[src/rtl/bus_cycle_ctrl.sv]
// Bus cycle controller: tracks one CPU bus cycle from address strobe to
// acknowledge. It enables the memory mapper, waits out the mapper register
// latency, classifies the chip selects, then inserts fixed wait states or
// waits for device ready before issuing dtack. Unmapped, ambiguous or
// unanswered cycles end in berr instead.
module bus_cycle_ctrl #(
    parameter int unsigned RAM_WAIT = 2,   // wait clocks for csram1/csram2 (0..15)
    parameter int unsigned ROM_WAIT = 4,   // wait clocks for csrom (0..15)
    parameter int unsigned REG_WAIT = 1,   // wait clocks for csctrl/cspgtbl (0..15)
    parameter int unsigned TIMEOUT  = 64   // ready / chip-select timeout (2..255)
) (
    input  logic clk,
    input  logic reset,
    input  logic cycle_req,
    input  logic csunmap,
    input  logic csram1,
    input  logic csram2,
    input  logic csrom,
    input  logic csio,
    input  logic csgfx,
    input  logic csctrl,
    input  logic cspgtbl,
    input  logic dev_ready,
    output logic map_enable,
    output logic dtack,
    output logic berr,
    output logic busy
);

    typedef enum logic [2:0] {
        S_IDLE   = 3'd0,
        S_DECODE = 3'd1,
        S_WAIT   = 3'd2,
        S_ACK    = 3'd3,
        S_ERR    = 3'd4,
        S_DRAIN  = 3'd5
    } state_t;

    localparam logic [3:0] RAM_WAIT_C = 4'(RAM_WAIT);
    localparam logic [3:0] ROM_WAIT_C = 4'(ROM_WAIT);
    localparam logic [3:0] REG_WAIT_C = 4'(REG_WAIT);
    localparam logic [7:0] TIMEOUT_C  = 8'(TIMEOUT);

    state_t     state_q, state_d;
    logic [3:0] wait_cnt_q, wait_cnt_d;     // remaining wait states in count mode
    logic [7:0] tmo_q, tmo_d;               // saturating timeout counter
    logic       ready_mode_q, ready_mode_d; // WAIT ends on dev_ready, not on count
    logic       sampling_q, sampling_d;     // DECODE past its mapper-latency clock
    logic       map_enable_q, map_enable_d;
    logic       dtack_q, dtack_d;
    logic       berr_q, berr_d;
    logic       busy_q, busy_d;

    logic [7:0] cs_vec;
    logic       cs_any;
    logic       cs_multi;
    logic [7:0] tmo_inc;
    logic       tmo_hit;
    logic [3:0] load_wait;

    // Chip-select classification and timeout arithmetic shared by DECODE and WAIT
    always_comb begin
        cs_vec   = {csunmap, csram1, csram2, csrom, csio, csgfx, csctrl, cspgtbl};
        cs_any   = |cs_vec;
        // Clearing the lowest set bit leaves something only if two or more were set
        cs_multi = |(cs_vec & (cs_vec - 8'd1));
        tmo_inc  = (tmo_q == 8'hFF) ? tmo_q : tmo_q + 8'd1;
        tmo_hit  = (tmo_inc >= TIMEOUT_C);
        if (csrom) begin
            load_wait = ROM_WAIT_C;
        end else if (csctrl || cspgtbl) begin
            load_wait = REG_WAIT_C;
        end else begin
            load_wait = RAM_WAIT_C;
        end
    end

    // Next-state logic; outputs are decoded from the next state so they are registered
    always_comb begin
        state_d      = state_q;
        wait_cnt_d   = wait_cnt_q;
        tmo_d        = tmo_q;
        ready_mode_d = ready_mode_q;
        sampling_d   = sampling_q;

        case (state_q)
            S_IDLE: begin
                if (cycle_req) begin
                    state_d      = S_DECODE;
                    tmo_d        = 8'd0;
                    wait_cnt_d   = 4'd0;
                    ready_mode_d = 1'b0;
                    sampling_d   = 1'b0;
                end
            end
            S_DECODE: begin
                if (!cycle_req) begin
                    state_d = S_DRAIN;
                end else if (!sampling_q) begin
                    // First DECODE clock only covers the mapper register latency
                    sampling_d = 1'b1;
                end else if (!cs_any) begin
                    tmo_d = tmo_inc;
                    if (tmo_hit) begin
                        state_d = S_ERR;
                    end
                end else if (cs_multi || csunmap) begin
                    state_d = S_ERR;
                end else if (csio || csgfx) begin
                    state_d      = S_WAIT;
                    ready_mode_d = 1'b1;
                    tmo_d        = 8'd0;
                end else if (load_wait == 4'd0) begin
                    state_d = S_ACK;
                end else begin
                    state_d      = S_WAIT;
                    ready_mode_d = 1'b0;
                    wait_cnt_d   = load_wait;
                end
            end
            S_WAIT: begin
                if (!cycle_req) begin
                    state_d = S_DRAIN;
                end else if (ready_mode_q) begin
                    if (dev_ready) begin
                        state_d = S_ACK;
                    end else begin
                        tmo_d = tmo_inc;
                        if (tmo_hit) begin
                            state_d = S_ERR;
                        end
                    end
                end else if (wait_cnt_q == 4'd0) begin
                    state_d = S_ACK;
                end else begin
                    wait_cnt_d = wait_cnt_q - 4'd1;
                end
            end
            S_ACK, S_ERR: begin
                if (!cycle_req) begin
                    state_d = S_DRAIN;
                end
            end
            S_DRAIN: begin
                // Always pass through IDLE so a held cycle_req starts cleanly
                state_d      = S_IDLE;
                wait_cnt_d   = 4'd0;
                tmo_d        = 8'd0;
                ready_mode_d = 1'b0;
                sampling_d   = 1'b0;
            end
            default: begin
                state_d = S_IDLE;
            end
        endcase

        map_enable_d = (state_d == S_DECODE) || (state_d == S_WAIT) ||
                       (state_d == S_ACK)    || (state_d == S_ERR);
        dtack_d      = (state_d == S_ACK);
        berr_d       = (state_d == S_ERR);
        busy_d       = (state_d != S_IDLE);
    end

    // State, counters and output registers; reset acts without a clock edge
    always_ff @(posedge clk or posedge reset) begin
        if (reset) begin
            state_q      <= S_IDLE;
            wait_cnt_q   <= 4'd0;
            tmo_q        <= 8'd0;
            ready_mode_q <= 1'b0;
            sampling_q   <= 1'b0;
            map_enable_q <= 1'b0;
            dtack_q      <= 1'b0;
            berr_q       <= 1'b0;
            busy_q       <= 1'b0;
        end else begin
            state_q      <= state_d;
            wait_cnt_q   <= wait_cnt_d;
            tmo_q        <= tmo_d;
            ready_mode_q <= ready_mode_d;
            sampling_q   <= sampling_d;
            map_enable_q <= map_enable_d;
            dtack_q      <= dtack_d;
            berr_q       <= berr_d;
            busy_q       <= busy_d;
        end
    end

    assign map_enable = map_enable_q;
    assign dtack      = dtack_q;
    assign berr       = berr_q;
    assign busy       = busy_q;

endmodule

[config.mk]
export PLATFORM = sky130hd
export DESIGN_NAME = bus_cycle_ctrl
export DESIGN_NICKNAME = d
export VERILOG_FILES = /design/src/rtl/bus_cycle_ctrl.sv
export SDC_FILE = /design/constraint.sdc
export NUM_CORES = 1
export LEC_CHECK = 0
export CORE_ASPECT_RATIO = 0.7
export CORE_MARGIN = 2
export CORE_UTILIZATION = 41
export CTS_CLUSTER_DIAMETER = 30
export DETAILED_ROUTE_END_ITERATION = 16
export HOLD_SLACK_MARGIN = 0.03
export PLACE_DENSITY = 0.69
export REMOVE_ABC_BUFFERS = 1
export SLEW_MARGIN = 10
export SYNTH_ARGS = -nofsm -noshare
export SYNTH_HDL_FRONTEND = slang
export SYNTH_SLANG_ARGS = --single-unit
[constraint.sdc]
create_clock -name clk -period 2.9 [get_ports clk]
set_input_delay 0.29 -clock clk [delete_from_list [all_inputs] [get_ports clk]]
set_output_delay 0.29 -clock clk [all_outputs]
set_load 0.05 [all_outputs]
==> results.txt, run 1 <==
- Outcome: completed
- Number of global-route vias before repair: 1347
- Vias: 1451
- Max cap viols: 0
- Total area of multi-input combinational cells: 953.4 µm²
- Warnings from Yosys: 0
* Simple logic cell fraction of the synthesized area: 0.2973
- In this run the number of H-tree levels came out at 1.
- Number of synthesized flops with an enable pin: 0
* Die footprint: 4326 µm²
* CTS clk-pin slew, worst paths: 0.07 ns
- Final cell count without fillers: 236
- TritonCTS built the clock tree.
* CP endpoint kind: flop
- sky130_fd_sc_hd__dfrtp_1 takes more of the synthesized area than any other cell.
- Number of antenna violations at the first check in global routing: 0
* HPWL Detailed: 2851 µm
* Type of the most critical hold path: in -> async
- Highest net fanout along the worst path: 5
- Power per Cell Area: 701.0 nW/µm²
- Each instance of the synthesized netlist takes up on average 8.974 µm².
* Pin count of the biggest net entering global routing: 22
- Initial DRC Count: 126
- Num CTS Buffers: 3
- Number of gates resized after cts: 0
- After clock tree synthesis, the flow added hold-fix buffers numbering 0.
* Post-synthesis adder-cell area fraction: 0.02404
- Slack of the worst reg-to-reg path: 0.52 ns
- Number of different library cells in the post-synthesis netlist: 57
- Number of setup buffers added after CTS: 0
- Post-synthesis instance total: 174
- Port buffering added 15 buffers.
- Setup violations remaining at the end of the flow were counted as 0.
- Area growth from synthesis to layout: 12.90%
- Compound-cell area share of the yosys netlist: 0.2628
* Post-synthesis register bit count: 21
- Among all flip-flop cells after synthesis, the most frequent one is sky130_fd_sc_hd__dfrtp_1.
- Final design instance area without fill: 1763 µm²
* Xor/xnor share of the synthesized area: 0
- Maximum frequency from static timing analysis: 421.0 MHz
- Summing all flip-flop and latch instances after layout gives 525.5 µm².
* Reg-to-Reg End: busy
- Total power: 1.236 mW
- Dividing the detail-routed via count by the number of cells gives 6.148.
- After synthesis the cells add up to 1561 µm².
* Worst skew pair latency: 0.26 ns
* First-pass GRT wire length: 6251 µm
- Reg-to-reg critical path startpoint: tmo_q[0]
- The final layout contains 202 nets.
* Required time reported for the critical path endpoint: 3.03 ns
- Clock tree synthesis found a total of 21 sinks.
* Clock skew: 0.001477 ns
- In this run the static leakage power is 0.6933 nW.
* IR Drop Worst-Case VDD: 0.3169 mV
- By area the synthesized netlist is led by sky130_fd_sc_hd__dfrtp_1 (34%), sky130_fd_sc_hd__nand2_1 (3.6%), sky130_fd_sc_hd__o21ai_0 (3.5%).
- Vert. Die Dim: 55.64 µm
- Area share of the largest cell type after synthesis: 0.3365
* Antenna diode instance count: 0
- Cell Area, Placed: 1718 µm²
* Buffer levels on the longest clock path: 2
- Dividing the detail-routed wire length by the instance count gives 15.58 µm.
- The routed design could run at a clock period as short as 2.375 ns.
* Final worst path period share: 0.8190
* Share of synthesized area spent on multiplexers: 0.02644
- Measured in cells, the most critical reg-to-reg path has a length of 6.
- Arrival @ worst endpoint: 2.51 ns
* Post-route setup TNS: 0 ns
- The initialized floorplan defines 18 standard-cell rows.
- Share of synthesized registers carrying an async set or reset: 1.000
* Launch point of the critical path: tmo_q[0]
* Most used cells in the layout excluding fill and tap cells: sky130_fd_sc_hd__dfrtp_1 (21), sky130_fd_sc_hd__nand2_1 (15), sky130_fd_sc_hd__clkdlybuf4s50_1 (15)
- After filler insertion, the fill cell instance count of the layout stands at 331.
* Final-report max-slew violation count: 0
* Most frequent standard cell in the layout excluding fill and tap cells: sky130_fd_sc_hd__dfrtp_1
* Wire length after detailed routing: 3677 µm
* Horizontal extent of the die: 77.76 µm
* Overall fraction of global-route tracks in use: 0.1781
- The floorplan step defined a core boundary enclosing 3581 µm².
- RSZ-0062 raised after global routing: false
- In this run the tightest slew margin relative to its limit is 0.4302.
- Transition time at the pin with the least slew margin: 0.8507 ns
- The congestion estimate from routability-driven global placement came to 0.8966.
* Max stage delay on crit path: 0.51 ns
- In the final layout, the share of cells above drive strength 1 is 0.07527.
* WS Path Type: reg -> reg
- During I/O placement, the number of pins put on the boundary was 16.
- Starting density of the core: 0.4361
- The critical path goes through ha_1 > and3_4 > a311oi_4 > o21bai_2 > a221o_1 > or4b_1.
- In the routed design, unresolved DRC markers number 0.
- Clock root buffer: sky130_fd_sc_hd__clkbuf_8
- Worst setup path end: busy
- Register area share after synthesis: 0.3365
* Count of endpoints failing hold in the final timing report: 0
- Before antenna repair, the detailed router went through 4 iterations.
- By area, the combinational part of the netlist is dominated by simple AND/OR/NAND/NOR gates.
- Count of antenna-violating nets left after detailed routing: 0
* Placed instance count: 232
* Cell with the biggest individual delay on the critical path: sky130_fd_sc_hd__or4b_1
- The total overflow left after global routing is 0.
- STA classifies the critical path startpoint as a flop.
-- registers in the layout (all words and copies together) (netlist names) --
| register | cells |
|---|---|
| ready_mode_q | 1 |
| dtack | 1 |
| berr | 1 |
| tmo_q | 8 |
| wait_cnt_q | 4 |
| busy | 1 |
| state_q | 3 |
| sampling_q | 1 |
| map_enable | 1 |
-- per-stage QoR --
step / hold slack (ns) / worst slack [ns] / utilization
6_report: 0.4720 / 0.5248 / 0.4923
5_1_grt: 0.5394 / 0.3779 / 0.4923
4_1_cts: 0.5019 / 0.5356 / 0.4923
3_5_place_dp: 0.4858 / 0.4475 / 0.4797
3_3_place_gp: 0.4749 / 0.4898 / 0.4797
2_1_floorplan: 0.2665 / 0.7001 / -
-- metal layers --
layer  vias to the layer above  track usage  wire (µm)  share of wire
li1                        702            -          -              -
met1                       689       0.2548       1766           0.48
met2                        56       0.2734       1646           0.45
met3                         4      0.04221        239          0.065
met4                         0      0.03827         23         0.0063
met5                         -            0          0              0
-- cells in the mapped netlist, types with 4 or more instances --
cell	instances
sky130_fd_sc_hd__a21oi_1	8
sky130_fd_sc_hd__inv_1	7
sky130_fd_sc_hd__dfrtp_1	21
sky130_fd_sc_hd__nand3_1	6
sky130_fd_sc_hd__o21ai_0	11
sky130_fd_sc_hd__nand2b_1	4
sky130_fd_sc_hd__nor2_1	10
sky130_fd_sc_hd__nand2_1	15
sky130_fd_sc_hd__nor3_1	8
-- kinds of logic after synthesis --
| logic type | Yosys count |
|---|---|
| multiplexers | 4 |
| buffers and inverters | 14 |
| AND/OR/NAND/NOR | 76 |
| adder cells (fa/ha/maj) | 3 |
| flip-flops | 21 |
| AO/OA/AOI/OAI | 56 |
-- final cells by class --
cell class                      instances  share of cell area
Multi-Input combinational cell        139              0.5408
Sequential cell                        21              0.2981
Timing Repair Buffer                   15             0.08517
Tap cell                               50             0.03549
Clock buffer                            4             0.02555
Inverter                                7             0.01490
-- critical path: cells and delay by family, from the launching register on --
kind,cells,cell delay (ns)
AO/OA/AOI/OAI,3,0.80
adder cells (fa/ha/maj),1,0.28
flip-flops,1,0.41
AND/OR/NAND/NOR,2,0.75
-- power breakdown --
| part | internal, mW | switching [mW] |
|---|---|---|
| clock network | 0.0978 | 0.0933 |
| logic | 0.240 | 0.370 |
| registers | 0.353 | 0.0818 |
-- worst min-delay path by stage --
stage                   from       endpoint  slack (ns)  cells after the start
5_1_grt             tmo_q[0]       tmo_q[0]        0.54                      1
3_5_place_dp        tmo_q[0]       tmo_q[0]        0.49                      1
4_1_cts             tmo_q[0]       tmo_q[0]        0.50                      1
2_1_floorplan          reset           berr        0.27                      1
6_report               reset     map_enable        0.47                      2
3_3_place_gp   wait_cnt_q[1]  wait_cnt_q[1]        0.47                      1
Note: power is estimated with default switching activity, not from simulation.
==> run 2: changes to the inputs <==
==> constraint.sdc (replaced) <==
create_clock -name clk -period 2.4 [get_ports clk]
set_input_delay 0.24 -clock clk [delete_from_list [all_inputs] [get_ports clk]]
set_output_delay 0.24 -clock clk [all_outputs]
set_load 0.05 [all_outputs]
==> results.txt, run 2 (synthesis results as in run 1) <==
- Clock latency on the worst-skew pair, taken at its later pin, is 0.26 ns.
- Max stage delay on crit path: 0.53 ns
- Pin count of the biggest net entering global routing: 22
- CTS sink cnt: 21
* Vias: 1475
- The worst path needs 2.274 ns of the cycle, external delays included.
- Setup Viol. Count Final: 0
- The final hold violation count came to 0.
* Maximum frequency from static timing analysis: 439.8 MHz
- H-tree level count: 1
- Port buffering added 15 buffers.
* Average detailed-routed wire length per instance: 15.30 µm
- Counting the buffers created by CTS gives 3.
- Max_slew headroom: 0.4654
- Final-report max-slew violation count: 0
* Switching share of power: 0.4379
- Fraction of layout cells with a size suffix above 1: 0.1140
- WS Path Type: reg -> reg
* Leading registers by flop count: tmo_q: 8 flops, wait_cnt_q: 4 flops, state_q: 3 flops
- Clock share of power: 0.152
- HPWL Detailed: 2907 µm
- Count of antenna-violating nets left after detailed routing: 0
- Horizontal extent of the die: 77.76 µm
- Initial DRT Pass Iterations: 4
* Internal portion of total power: 0.8497 mW
- In this run the power density over the cells is 831.5 nW/µm².
* Highest net fanout along the worst path: 5
- IR Drop Worst-Case VDD: 0.3502 mV
* CP Buf/Inv Count: 0
* Overall fraction of global-route tracks in use: 0.1867
* Cell with the biggest individual delay on the critical path: sky130_fd_sc_hd__or4b_1
- Number of global-route vias before repair: 1399
- Antenna diode instance count: 0
* NetSw: 0.6620 mW
- Most frequent standard cell in the layout excluding fill and tap cells: sky130_fd_sc_hd__dfrtp_1
- For the final routed database, the setup TNS stands at 0 ns.
- Logic pwr share: 0.500
- The worst setup path is captured at a flop.
- Transition time at the pin with the least slew margin: 0.8010 ns
* Clock skew: 0.003080 ns
- Die footprint: 4326 µm²
- Max cap viols: 0
- After clock tree synthesis, the clock-pin slew on the worst setup and hold paths is 0.07 ns.
* Total power: 1.512 mW
* Portion of total power attributed to sequential cells: 0.348
- The top cell types in the final layout, fill and taps aside, are sky130_fd_sc_hd__dfrtp_1 (21), sky130_fd_sc_hd__nand2_1 (15), sky130_fd_sc_hd__clkdlybuf4s50_1 (15).
* Row count: 18
- Initial DRC Count: 103
* Number of antenna violations at the first check in global routing: 0
- Area of the placeable core: 3581 µm²
* Final worst path period share: 0.9473
- STA classifies the critical path startpoint as a flop.
* Buffer levels on the longest clock path: 2
* Critical Path, Cell by Cell: ha_2 > and3_4 > a311oi_4 > o21bai_2 > a221o_1 > or4b_1
* Max reg flops: 8
- I/O Pins: 16
- From synthesis to final layout, the design area changed by 16.43%.
- The layout has 329 filler cells.
- Hold-fix buffers, CTS: 0
* Vert. Die Dim: 55.64 µm
* Routed vias/inst: 6.070
- STA puts the critical path data arrival time at 2.40 ns.
* Path depth of the worst reg2reg path: 6
- The analysis attributes to cell leakage a power of 0.7239 nW.
* RSZ-0062 raised after global routing: false
- Required time reported for the critical path endpoint: 2.53 ns
- Starting density of the core: 0.4361
- TritonCTS built the clock tree.
- Clock root buffer: sky130_fd_sc_hd__clkbuf_8
- Type of the most critical hold path: in -> async
* NumNets Final: 209
* DRC violations left: 0
* Post-Route Utilization: 0.5077
* Outcome: completed
* Register ranked first by flip-flop count: tmo_q
* First-pass GRT wire length: 6555 µm
- Final hold analysis gives a worst-case slack of 0.4350 ns.
- The congestion estimate from routability-driven global placement came to 0.7950.
- Global route overflow: 0
* Critical path's top delay family: compound AO/OA/AOI/OAI gates
* Wire length after detailed routing: 3719 µm
* Number of gates on the worst path with buffers counted: 6
-- run 2: cell count changes in the layout (fill, tap and decap cells not counted) --
cell	previous run	this run
sky130_fd_sc_hd__buf_4	0	7
sky130_fd_sc_hd__ha_1	3	2
sky130_fd_sc_hd__ha_2	0	1
-- run 2: worst reg2reg max path, cell delays in order (launching register included) --
cell	delay, ns
sky130_fd_sc_hd__dfrtp_1	0.41
sky130_fd_sc_hd__ha_2	0.23
sky130_fd_sc_hd__and3_4	0.21
sky130_fd_sc_hd__a311oi_4	0.33
sky130_fd_sc_hd__o21bai_2	0.11
sky130_fd_sc_hd__a221o_1	0.32
sky130_fd_sc_hd__or4b_1	0.53
-- run 2: worst paths after layout --
check | slack [ns] | to | startpoint
max | 0.13 | busy | tmo_q[0]
min | 0.44 | sampling_q | reset
max reg2reg | 0.13 | busy | tmo_q[0]
min reg2reg | 0.51 | tmo_q[0] | tmo_q[0]
max in group asynchronous | 1.47 | tmo_q[6] | reset
min in group clk | 0.51 | tmo_q[0] | tmo_q[0]
-- run 2: per-stage QoR --
step / area, µm² / std cells / setup slack, ns
finish: 1818 / 243 / 0.1265
global route: 1818 / 243 / 0.03422
CTS: 1815 / 243 / 0.05595
detailed placement: 1770 / 239 / 0.03159
global placement: 1770 / 239 / 0.1227
floorplan: 1505 / 167 / 0.2001
-- run 2: per-layer routing --
layer / up-vias / share of wire / GRT usage
li1: 714 / - / -
met1: 718 / 0.47 / 0.2753
met2: 41 / 0.45 / 0.2796
met3: 2 / 0.073 / 0.04708
met4: 0 / 0.0022 / 0.03061
met5: - / 0 / 0
-- run 2: cell type report --
type	instances	area, µm²	share of cell area
multi-input combinational	139	955.9	0.5258
clock buffer	4	45.04	0.02478
timing repair buffer	22	202.7	0.1115
tap	50	62.56	0.03441
inverter	7	26.28	0.01445
sequential	21	525.5	0.2891
-- run 2: timing repair --
action                                  CTS  global route
setup buffers                             0             0
endpoints found under the setup margin    0             1
resized for setup                         0             1
-- run 2: power by group through the flow --
stage	sequential, mW	clock [mW]	combinational (mW)
final	0.526	0.230	0.756
after detailed placement	0.532	0	0.746
after global placement	0.526	0	0.714
after CTS	0.524	0.240	0.750
after floorplan	0.565	0	0.472
after global routing	0.542	0.262	0.828
